--- src/rtl/ps2_debouncer.sv ---
// Two-channel PS/2 glitch filter: each output follows its input only after CNT_MAX stable cycles.
// Define DEBOUNCER_SYNC_EN to insert a 2-flop synchronizer ahead of each channel's counter.
module ps2_debouncer #(
    parameter int unsigned CNT_MAX = 19,
    parameter int unsigned CNT_W   = 5,
    parameter bit          RST_VAL = 1'b1
) (
    input  logic clk,
    input  logic rst_n,
    input  logic I0,
    input  logic I1,
    output logic O0,
    output logic O1
);

    localparam int unsigned NCH = 2;

    logic [NCH-1:0]            samp;
    logic [NCH-1:0]            out_q, out_d;
    logic [NCH-1:0][CNT_W-1:0] cnt_q, cnt_d;

`ifdef DEBOUNCER_SYNC_EN
    logic [NCH-1:0] sync1_q, sync2_q;

    // Synchronizer resets to the idle level so release does not look like an edge.
    always_ff @(posedge clk or negedge rst_n) begin
        if (!rst_n) begin
            sync1_q <= {NCH{RST_VAL}};
            sync2_q <= {NCH{RST_VAL}};
        end else begin
            sync1_q <= {I1, I0};
            sync2_q <= sync1_q;
        end
    end

    assign samp = sync2_q;
`else
    assign samp = {I1, I0};
`endif

    // Per-channel stability counter; any matching sample discards partial progress.
    always_comb begin
        out_d = out_q;
        cnt_d = cnt_q;
        for (int i = 0; i < int'(NCH); i++) begin
            if (samp[i] == out_q[i]) begin
                cnt_d[i] = '0;
            end else if (cnt_q[i] == CNT_W'(CNT_MAX - 1)) begin
                out_d[i] = samp[i];
                cnt_d[i] = '0;
            end else begin
                cnt_d[i] = cnt_q[i] + CNT_W'(1);
            end
        end
    end

    always_ff @(posedge clk or negedge rst_n) begin
        if (!rst_n) begin
            out_q <= {NCH{RST_VAL}};
            cnt_q <= '0;
        end else begin
            out_q <= out_d;
            cnt_q <= cnt_d;
        end
    end

    assign O0 = out_q[0];
    assign O1 = out_q[1];

endmodule

--- config.mk ---
export PLATFORM = sky130hd
export DESIGN_NAME = ps2_debouncer
export DESIGN_NICKNAME = d
export VERILOG_FILES = /design/src/rtl/ps2_debouncer.sv
export SDC_FILE = /design/constraint.sdc
export NUM_CORES = 1
export LEC_CHECK = 0
export ABC_CLOCK_PERIOD_IN_PS = 1500
export BUFFER_PORTS_ARGS = -buffer_cell sky130_fd_sc_hd__buf_2
export CAP_MARGIN = 20
export CORE_AREA = 5 5 42 44
export CTS_CLUSTER_SIZE = 30
export DETAILED_ROUTE_END_ITERATION = 8
export DIE_AREA = 0 0 47 49
export GPL_TIMING_DRIVEN = 0
export PLACE_DENSITY = 0.68
export SKIP_CTS_REPAIR_TIMING = 1
export SLEW_MARGIN = 20
export SYNTH_ARGS = -nofsm -noshare
export SYNTH_HDL_FRONTEND = slang
export SYNTH_SLANG_ARGS = --single-unit
--- constraint.sdc ---
create_clock -name clk -period 1.5 [get_ports clk]
set_input_delay 0 -clock clk [delete_from_list [all_inputs] [get_ports clk]]
set_output_delay 0 -clock clk [all_outputs]
set_load 0.03 [all_outputs]
==> metrics <==
final setup slack of the worst path between 0.2 and 0.25 ns; Hold Violations, Final 0; number of buffers inserted during clock tree synthesis 3; unrepaired setup endpoints after global routing no; worst min-delay path category input port to async pin; CP Class flop to flop; overall fraction of global-route tracks in use 0.0915; final period utilization 0.857; Final setup viols 0; relative slew slack 0.745; total via count after detailed routing between 300 and 400; count of buffers from port buffering 5; DP Worst Slack about 0.22 ns; Clock Pin Slew Worst Setup and Hold Paths about 0.080 ns; layout overhead on the synthesized area 17.9%; startpoint kind of the worst setup timing path flop; slowest CP cell sky130_fd_sc_hd__dfrtp_1; standard-cell rows 14; clock period minus worst slack 1.29 ns; Filler Cells Inserted roughly 130; clock latency reported for the late side of the worst-skew pair around 0.27 ns; TritonRoute pass-1 iters 3; critical-path cell list inv_1, ha_1, nand2_1, nor3_1, mux2_2; drt initial violations 7; worst clock skew on the final layout 0.00619 ns; TNS Setup 0 ns; library cell used as clock root buffer sky130_fd_sc_hd__clkbuf_4; Placeable Area 1400 um^2; number of cells produced by synthesis 47; Die Y about 49 um; type of destination of the critical path flop; x dimension of the die about 47 um; first-pass GRT wire length ~1.4 mm; via count of the first global-routing pass 316; boundary pin count 6; placer congestion estimate ~0.66; required time at the worst-slack endpoint around 1.7 ns; effective utilization at floorplan 0.404; Power Density roughly 1000 nW/um^2; category of cells accounting for the largest share of critical-path delay flip-flops; post-route ant nets 0; Buffers & Inverters on Critical Path 1; post-synth net total 55; antenna cell count 0; share of final-layout standard cells stronger than drive strength 1 0.237; final routed DRC violation total 0; sequential fraction of the synthesis area 0.534; count of unique library cells instantiated by Yosys 14; count of maximum capacitance violations 0; final global-route overflow total 0; Longest Clk Path Bufs 2; outcome complete, no violations; CTS H-tree lvls 1; Final #Nets between 60 and 70; upper clock frequency limit between 0.7 and 0.8 GHz; total clock sinks 12; flops & latches, synth 12; Yosys Warn Count 0; mean post-synth cell area about 12 um^2; antenna violations before repair 0; clock tree from TritonCTS yes; post-detailed-routing wire length 808 um; Max Transition Viols Final 0; CP max stage delay around 0.4 ns; VDD IR-drop max 0.000413 V; slew of the pin with the lowest slew margin between 0.3 and 0.4 ns; DIE AREA about 2300 um^2; pin count of the biggest net entering global routing 13; via density per instance between 4 and 5; per-cell routed wire length ~11 um; Critical Path Fanout Max 4; most frequent cells in the layout sky130_fd_sc_hd__nor2_1 (10), sky130_fd_sc_hd__dfrtp_1 (10), sky130_fd_sc_hd__xor2_1 (6), sky130_fd_sc_hd__buf_2 (5); post-synth design cell area ~570 um^2; Data arrival, critical path between 1 and 1.5 ns; leakage power summed over all cells 0.000320 uW
worst reg2reg max path, stage by stage, from the launching register on:
cell	delay [ns]
sky130_fd_sc_hd__dfrtp_1	0.41
sky130_fd_sc_hd__inv_1	0.07
sky130_fd_sc_hd__ha_1	0.14
sky130_fd_sc_hd__nand2_1	0.07
sky130_fd_sc_hd__nor3_1	0.17
sky130_fd_sc_hd__mux2_2	0.36
layout make-up:
cell class	instances	area (um^2)	area share
Multi-Input combinational cell	33	256	0.384
Inverter	2	7.51	0.0112
Tap cell	16	20.0	0.0300
Clock buffer	4	26.3	0.0393
Sequential cell	12	303	0.453
Timing Repair Buffer	8	55.1	0.0824
state kept, by name, summed over array words and instances (netlist names):
| register | flops |
|---|---|
| cnt_q | 10 |
| out_q | 2 |
Yosys cell counts:
cell,n,area share
sky130_fd_sc_hd__o31ai_2,1,0.022
sky130_fd_sc_hd__nand3_1,4,0.035
sky130_fd_sc_hd__ha_1,4,0.088
sky130_fd_sc_hd__mux2_4,1,0.026
sky130_fd_sc_hd__nand4bb_4,1,0.049
sky130_fd_sc_hd__nand2_1,2,0.013
sky130_fd_sc_hd__nor2_1,10,0.066
sky130_fd_sc_hd__dfrtp_1,10,0.44
sky130_fd_sc_hd__inv_1,2,0.013
sky130_fd_sc_hd__xnor2_1,2,0.031
sky130_fd_sc_hd__nor3_1,1,0.0088
sky130_fd_sc_hd__mux2_2,1,0.020
sky130_fd_sc_hd__xor2_1,6,0.093
sky130_fd_sc_hd__dfstp_2,2,0.093
stage by stage:
stage / power (uW) / hold WS (ns) / cell area [um^2] / util / cells
2_1_floorplan: 420 / -0.296 / 567 / - / 47
3_3_place_gp: 442 / -0.111 / 612 / 0.437 / 68
3_5_place_dp: 444 / -0.106 / 612 / 0.437 / 68
4_1_cts: 656 / -0.405 / 638 / 0.455 / 72
5_1_grt: 695 / 0.152 / 668 / 0.477 / 75
6_report: 650 / 0.128 / 668 / 0.477 / 75
power by group:
part,switching (uW),internal [uW]
registers,20.2,346
clock network,106,103
logic,38.9,37.1
total,165,486
path summary, 6_finish.rpt:
kind,startpoint,endpoint,slack (ns),depth (start not counted)
worst min register to register,cnt_q[0],cnt_q[0],0.48,1
worst max register to register,cnt_q[5],out_q[1],0.21,5
max in group asynchronous,rst_n,out_q[0],1.10,2
worst max-delay path,cnt_q[5],out_q[1],0.21,5
min in group clk,cnt_q[0],cnt_q[0],0.48,1
worst min-delay path,rst_n,cnt_q[6],0.13,2
kinds of logic after synthesis:
family / share of synthesized area
AND/OR/NAND/NOR: 0.172
flip-flops: 0.534
XOR/XNOR: 0.124
adder cells (fa/ha/maj): 0.0883
buffers and inverters: 0.0132
multiplexers: 0.0463
AO/OA/AOI/OAI: 0.0221
metal layers:
layer	GRT usage	up-vias	routed length, um	share of wire
li1	-	178	-	-
met1	0.131	147	396	0.49
met2	0.0928	9	324	0.40
met3	0.0332	5	40	0.050
met4	0.0968	0	47	0.058
met5	0	-	0	0
(Power assumes the default switching activity.)
